**config.mk**
```make
export PLATFORM = sky130hd
export DESIGN_NAME = ro_capture
export DESIGN_NICKNAME = d
export VERILOG_FILES = /design/src/rtl/ro_capture.sv
export SDC_FILE = /design/constraint.sdc
export NUM_CORES = 1
export LEC_CHECK = 0
export ABC_AREA = 0
export CORE_UTILIZATION = 30
export DETAILED_ROUTE_END_ITERATION = 10
export GPL_ROUTABILITY_DRIVEN = 0
export PLACE_DENSITY_LB_ADDON = 0.05
export RECOVER_POWER = 25
export SLEW_MARGIN = 5
export SYNTH_ARGS = -nofsm -noshare
export SYNTH_HDL_FRONTEND = slang
export SYNTH_SLANG_ARGS = --single-unit
```
**constraint.sdc**
```tcl
create_clock -name clk_ext -period 3.05 [get_ports clk_ext]
set_input_delay 0.61 -clock clk_ext [delete_from_list [all_inputs] [get_ports clk_ext]]
set_output_delay 0.61 -clock clk_ext [all_outputs]
set_load 0.005 [all_outputs]
```
**src/rtl/ro_capture.sv**
```systemverilog
// Readout frame capture: aligns bus slots to the clk_8 frame
// reference and hands completed frames to a valid/ready consumer.
module ro_capture #(
  parameter int NSLOT       = 8,
  parameter int SYNC_STAGES = 2
) (
  input  logic               clk_ext,
  input  logic               rstb,
  input  logic               clk_8,
  input  logic [1:0]         bus,
  input  logic               en,
  input  logic               clr,
  output logic [2*NSLOT-1:0] frame,
  output logic               frame_valid,
  input  logic               frame_ready,
  output logic [3:0]         slot,
  output logic               overrun,
  output logic               sync_err
);

  localparam int FW  = 2 * NSLOT;
  localparam int ACW = $clog2(SYNC_STAGES + 2);
  localparam logic [3:0]     LAST = 4'(NSLOT - 1);
  localparam logic [ACW-1:0] ARM  = ACW'(SYNC_STAGES + 1);

  typedef enum logic [1:0] {
    IDLE,
    WAIT_SYNC,
    CAPTURE
  } state_t;

  logic [SYNC_STAGES-1:0] r_sync;
  logic                   r_edge;
  logic [ACW-1:0]         r_arm;
  state_t                 r_state;
  logic [3:0]             r_slot;
  logic [FW-1:0]          r_buf;
  logic [FW-1:0]          r_frame;
  logic                   r_fv;
  logic                   r_ovr;
  logic                   r_serr;

  logic                   w_pulse;
  logic                   w_cap;
  logic                   w_cmpl;
  logic                   w_serr;
  logic                   w_drop;
  logic [FW-1:0]          w_word;

  // Synchronize clk_8; hold off pulses until the chain holds real samples
  always_ff @(posedge clk_ext or negedge rstb) begin
    if (!rstb) begin
      r_sync <= '1;
      r_edge <= 1'b1;
      r_arm  <= '0;
    end else begin
      r_sync <= {r_sync[SYNC_STAGES-2:0], clk_8};
      r_edge <= r_sync[SYNC_STAGES-1];
      if (r_arm != ARM)
        r_arm <= r_arm + ACW'(1);
    end
  end

  assign w_pulse = r_edge & ~r_sync[SYNC_STAGES-1]
                 & (r_arm == ARM);
  assign w_cap   = en & (r_state == CAPTURE);
  assign w_cmpl  = w_cap & (r_slot == LAST);
  assign w_serr  = w_cap & w_pulse & (r_slot != LAST);
  assign w_drop  = w_cmpl & r_fv & ~frame_ready;
  assign w_word  = {bus, r_buf[FW-3:0]};

  // Slot sequencer: frame alignment and per-slot sampling
  always_ff @(posedge clk_ext or negedge rstb) begin
    if (!rstb) begin
      r_state <= IDLE;
      r_slot  <= '0;
      r_buf   <= '0;
    end else if (!en) begin
      r_state <= IDLE;
      r_slot  <= '0;
    end else begin
      unique case (r_state)
        IDLE: begin
          r_state <= WAIT_SYNC;
        end
        WAIT_SYNC: begin
          if (w_pulse) begin
            r_buf[1:0] <= bus;
            r_slot     <= 4'd1;
            r_state    <= CAPTURE;
          end
        end
        CAPTURE: begin
          if (w_pulse) begin
            r_buf[1:0] <= bus;
            r_slot     <= 4'd1;
          end else if (r_slot == LAST) begin
            r_slot  <= '0;
            r_state <= WAIT_SYNC;
          end else begin
            r_buf[{r_slot, 1'b0} +: 2] <= bus;
            r_slot <= r_slot + 4'd1;
          end
        end
        default: begin
          r_state <= IDLE;
          r_slot  <= '0;
        end
      endcase
    end
  end

  // Output holding register with valid/ready handoff
  always_ff @(posedge clk_ext or negedge rstb) begin
    if (!rstb) begin
      r_frame <= '0;
      r_fv    <= 1'b0;
    end else if (w_cmpl) begin
      if (!r_fv || frame_ready) begin
        r_frame <= w_word;
        r_fv    <= 1'b1;
      end
    end else if (r_fv && frame_ready) begin
      r_fv <= 1'b0;
    end
  end

  // Sticky error flags; a new event beats a same-cycle clear
  always_ff @(posedge clk_ext or negedge rstb) begin
    if (!rstb) begin
      r_ovr  <= 1'b0;
      r_serr <= 1'b0;
    end else begin
      if (w_drop)
        r_ovr <= 1'b1;
      else if (clr)
        r_ovr <= 1'b0;
      if (w_serr)
        r_serr <= 1'b1;
      else if (clr)
        r_serr <= 1'b0;
    end
  end

  assign frame       = r_frame;
  assign frame_valid = r_fv;
  assign slot        = r_slot;
  assign overrun     = r_ovr;
  assign sync_err    = r_serr;

endmodule

```
Yosys cells after proc, flatten, opt, wreduce, memory -nomap -nowiden

Cells that the tools add are included.

Add/subtract/negate cells: 3
Eq/ne operators: 13
Shift-type cells: 2
Multiplexer cells: 21
Bitwise logic cells: 12
Reductions and logical operators: 14

Operator list:

| cell                   | number |
|---|---|
| $bwmux 16              | 1 |
| $mux 4                 | 4 |
| $shift 2x7->16 const A | 1 |
| $shiftx 2x7->16        | 1 |
| $mux 2                 | 7 |
| $pmux 4 s3             | 1 |
| $ne 3x3->1 const B     | 3 |
| $and 1x1->1            | 8 |
| $reduce_and 4->1       | 2 |
| $reduce_bool 2->1      | 4 |
| $neg 5->7              | 1 |
| $mux 1                 | 6 |
| $ne 2x2->1 const B     | 3 |
| $pmux 2 s3             | 1 |
| $reduce_and 2->1       | 3 |
| $add 4x1->4 const B    | 1 |
| $eq 2x2->1 const B     | 2 |
| $eq 4x3->1 const B     | 1 |
| $ne 4x3->1 const B     | 1 |
| $not 1->1              | 4 |
| $pmux 2 s2             | 1 |
| $ne 3x2->1 const B     | 1 |
| $reduce_and 3->1       | 1 |
| $add 2x1->2 const B    | 1 |
| 6 further kinds        | 6 |

Flip-flop bits (word level): 46
Input port bits: 8

Logic depth before layout (Yosys ltp)

Word-level depth: 6
Mapped depth: 8
Mapped depth without buffers: 6

Least setup slack after synthesis

Ideal clock, no wire load.

Kind: register to register
Start point: reg r_slot[0], in the netlist slot[0]
End point: reg r_buf[0]
Setup time: 0.079 ns
Arrival: 2.134 ns
Data required time: 2.971 ns
Slack: 0.836 ns
Cell stages (with the launch flop): 8
Buffers on the path: 1
Clock period less this slack: 2.214 ns
Cell sequence: dfrtp_1 -> buf_6 -> inv_1 -> ha_1 -> or4_1 -> or3_1 -> a21oi_2 -> mux2i_1

Word-level cells in the longest chain between the ends: 6
Elaborated cells on any way between the ends: 10
Classes of those cells: add/sub (1); eq/ne (2); shift (2); mux (4); reduce/logical (1)

RTL lines:

| item                                                     | line | source |
|---|---|---|
| from (decl)                                              | 36   | `logic [3:0] r_slot;` |
| from (signal assigned)                                   | 102  | `r_slot <= r_slot + 4'd1;` |
| $neg 5->7                                                | 101  | `r_buf[{r_slot, 1'b0} +: 2] <= bus;` |
| $shiftx 2x7->16 / $shift 2x7->16 (equally long branches) | 101  |  |
| $bwmux 16                                                | 101  |  |
| $mux 2                                                   | 97   | `end else if (r_slot == LAST) begin` |
| $mux 2                                                   | 94   | `if (w_pulse) begin` |
| $pmux 2 s2                                               | 82   | `unique case (r_state)` |
| to (signal assigned)                                     | 88   | `r_buf[1:0] <= bus;` |
| to (signal assigned)                                     | 95   | `r_buf[1:0] <= bus;` |
| to (signal, indexed assignment)                          | 101  |  |
| to (decl)                                                | 37   | `logic [FW-1:0] r_buf;` |

Parallel ways exist; a longest one is shown, timed or not. The select of a mux whose other input is x is not followed.
A chain may end at the register's enable or synchronous reset.

Worst setup path after layout

Start point: reg r_slot[1], in the netlist slot[1]
End point: reg r_buf[1]

The elaborated chain is that of the path after synthesis.

==> metrics.txt <==
status completed; worst skew pair latency 0.30 ns; CP Data Arrival Time 2.63 ns; post-CTS setup buffer count 0; RSZ-0062 raised after global routing no; hold buffers post-CTS 0; Sink Count 44; routed vias/inst 4.72; Routed Antenna Nets 0; Root Buffer clkbuf_8; flop2flop setup slack 0.64 ns; Worst-Margin Slew 0.979 ns; reg2reg end r_buf[1]$_DFFE_PN0P_; RR Startpoint slot[1]$_DFFE_PN0P_; Chip Width 86.0 microns; CTS tree done; DR vias 1482; # diodes 0; All-Layer GR Usage 13.7%; delay of the slowest cell on the worst path 0.54 ns; Seq cells post-synth 44; Starting Density 31.2%; P_sw 297 uW; Buffers & Inverters on Critical Path 1; switch share 26.0%; sequential element share of the synthesized area 52.2%; share of layout cells above drive strength 1 21.6%; clock skew 0.00790 ns; port bufs 30; Main synth FF type dfrtp_1; grt ovf 0; detailed placement HPWL 3300 microns; Core Rows 30; Async SR Flop Fraction 100%; Max Cap Viol 0; power per cell area 437 nW/um^2; crit end category flip-flop; Synthesized Nets 200; Final Setup Violations 0; number of synthesized flops with an enable pin 0; Layout Nets 234; min Tclk post-route 2.41 ns; Clock Power Share 33.6%; Core Area 6790 sq um; Mean Syn Cell Area 11.6 sq um; number of failing hold endpoints at the final stage 0; final worst path period share 79.1%; Ys Warns 0; library cells used by synthesis 41; DP Area 2520 sq um; largest net degree at the start of global routing 45; synth-to-layout area growth 23.3%; Top Family by Delay on Critical Path simple AND/OR/NAND/NOR gates; PostCTS Resize Cnt 0; most common cell after layout, fill and taps aside dfrtp_1; Residual DRC 0; commonest non-fill, non-tap cells in the layout 41 x dfrtp_1, 29 x mux2_2, 28 x clkdlybuf4s50_1, 14 x nand2_1, 12 x nor2_1; FMAX 0.415 GHz; # H-tree levels 2; required time worst endpoint 3.27 ns; Routed Wire Length 4560 microns; Worst path slowest cell dfrtp_1; Slew Viols, Final 0; drt wl/cell 14.5 microns; Fin Setup TNS 0 ns; Clock Pin Slew Worst Setup and Hold Paths 0.09 ns; post-route cell area 2610 sq um; first-pass GRT wire length 7730 microns; vias in the first global route 1508; Seq pwr share 54.1%; DIE AREA 7400 sq um; Slew HR 34.7%; Die H 86.0 microns; IO Pins 31; CP Launch Type flip-flop; Max rail drop VDD 189 uV; WHS Path Cells 0; Worst R2R Path Depth 6; Setup CP Type flip-flop to flip-flop; Synth Instances 183; Worst Hold Class flip-flop to flip-flop; initial antenna violation count 0; Int Pwr 845 uW; detailed router's first-iteration violation count 95; hold endpoint r_sync[1]$_DFF_PN1_; mapped cell area 2120 sq um; worst-path maximum fanout 10; hold path start r_sync[0]$_DFF_PN1_; clock tree buffer depth 2; 1st-pass router iterations 4; crit-path cells inv_1 -> ha_1 -> or4_1 -> or3_1 -> a21oi_2 -> mux2i_1; CTS Buf Count 5; combinational share of power 12.3%; Static Leak 1.18 nW
[stage by stage]
| stage | hold slack (ns) | total power [mW] | cells | util [%] | setup slack (ns) |
|---|---|---|---|---|---|
| 2_1_floorplan | 0.314 | 0.715 | 183 | - | 0.836 |
| 3_3_place_gp | 0.348 | 0.767 | 306 | 37.1 | 0.596 |
| 3_5_place_dp | 0.349 | 0.770 | 306 | 37.1 | 0.591 |
| 4_1_cts | 0.361 | 1.16 | 314 | 38.5 | 0.640 |
| 5_1_grt | 0.374 | 1.21 | 314 | 38.5 | 0.452 |
| 6_report | 0.364 | 1.14 | 314 | 38.5 | 0.638 |
[worst reg2reg max path: stages (launching register included)]
cell	delay, ns
dfrtp_1	0.54
inv_1	0.11
ha_1	0.36
or4_1	0.55
or3_1	0.35
a21oi_2	0.21
mux2i_1	0.21
[routing by layer]
layer  vias to the layer above  track usage, %  wire length (microns)
met3                         8            3.75                    208
met5                         -               0                      0
met1                       727            18.6                   2180
met4                         0            4.55                     71
met2                        41            20.9                   2100
li1                        706               -                      -
[layout make-up]
| cell class | instances | area [sq um] |
|---|---|---|
| Fill cell | 677 | 4180 |
| Sequential cell | 44 | 1100 |
| Multi-Input combinational cell | 124 | 938 |
| Timing Repair Buffer | 34 | 325 |
| Tap cell | 96 | 120 |
| Clock buffer | 7 | 86.3 |
| Inverter | 8 | 30.0 |
| Clock inverter | 1 | 7.51 |
[power groups by stage]
| stage | logic, mW | clock network [mW] | registers (mW) |
|---|---|---|---|
| 6_report | 0.140 | 0.384 | 0.618 |
| 5_1_grt | 0.161 | 0.431 | 0.622 |
| 4_1_cts | 0.142 | 0.400 | 0.618 |
| 3_5_place_dp | 0.141 | 0 | 0.629 |
| 3_3_place_gp | 0.138 | 0 | 0.629 |
| 2_1_floorplan | 0.0886 | 0 | 0.626 |
[registers in the layout, indices dropped and copies added, names as in the netlist]
| register | cells |
|---|---|
| slot | 4 |
| sync_err | 1 |
| r_buf | 14 |
| frame | 16 |
| overrun | 1 |
| frame_valid | 1 |
| r_state | 2 |
| r_edge | 1 |
| r_arm | 2 |
| r_sync | 2 |
[worst max-delay path by stage]
stage,depth (start not counted),slack (ns),startpoint,end
6_report,6,0.64,slot[1]$_DFFE_PN0P_,r_buf[1]$_DFFE_PN0P_
2_1_floorplan,7,0.84,slot[0]$_DFFE_PN0P_,r_buf[0]$_DFFE_PN0P_
4_1_cts,6,0.64,slot[1]$_DFFE_PN0P_,r_buf[1]$_DFFE_PN0P_
3_5_place_dp,6,0.59,en,r_buf[13]$_DFFE_PN0P_
5_1_grt,6,0.45,slot[1]$_DFFE_PN0P_,r_buf[1]$_DFFE_PN0P_
3_3_place_gp,6,0.60,en,r_buf[13]$_DFFE_PN0P_
[synth_stat cells (all sizes together) (2+ instances only)]
cell	count	area share (%)
dfrtp	41	48
mux2	29	15
nand2	14	2.5
nor2	12	2.1
o21ai	12	2.8
ha	9	5.3
inv	8	1.4
buf	6	1.9
nand3	5	1.2
a21oi	4	1.1
nand4	4	1.2
and3b	3	1.2
dfstp	3	3.7
nand3b	3	1.1
a21boi	2	0.71
and2	2	0.59
mux2i	2	0.95
nand2b	2	0.59
nor2b	2	0.59
nor3	2	0.47
or3	2	0.65
or4	2	0.71
[cells by family (layout without fill, tap and decap cells)]
kind of cell	Yosys count	after routing	synth area share, %
buffers and inverters	15	50	3.54
XOR/XNOR	2	2	0.827
adder cells (fa/ha/maj)	9	9	5.32
AO/OA/AOI/OAI	27	27	8.21
AND/OR/NAND/NOR	55	55	13.6
multiplexers	31	31	16.4
flip-flops	44	44	52.2
Note: power is estimated with default switching activity, not from simulation.
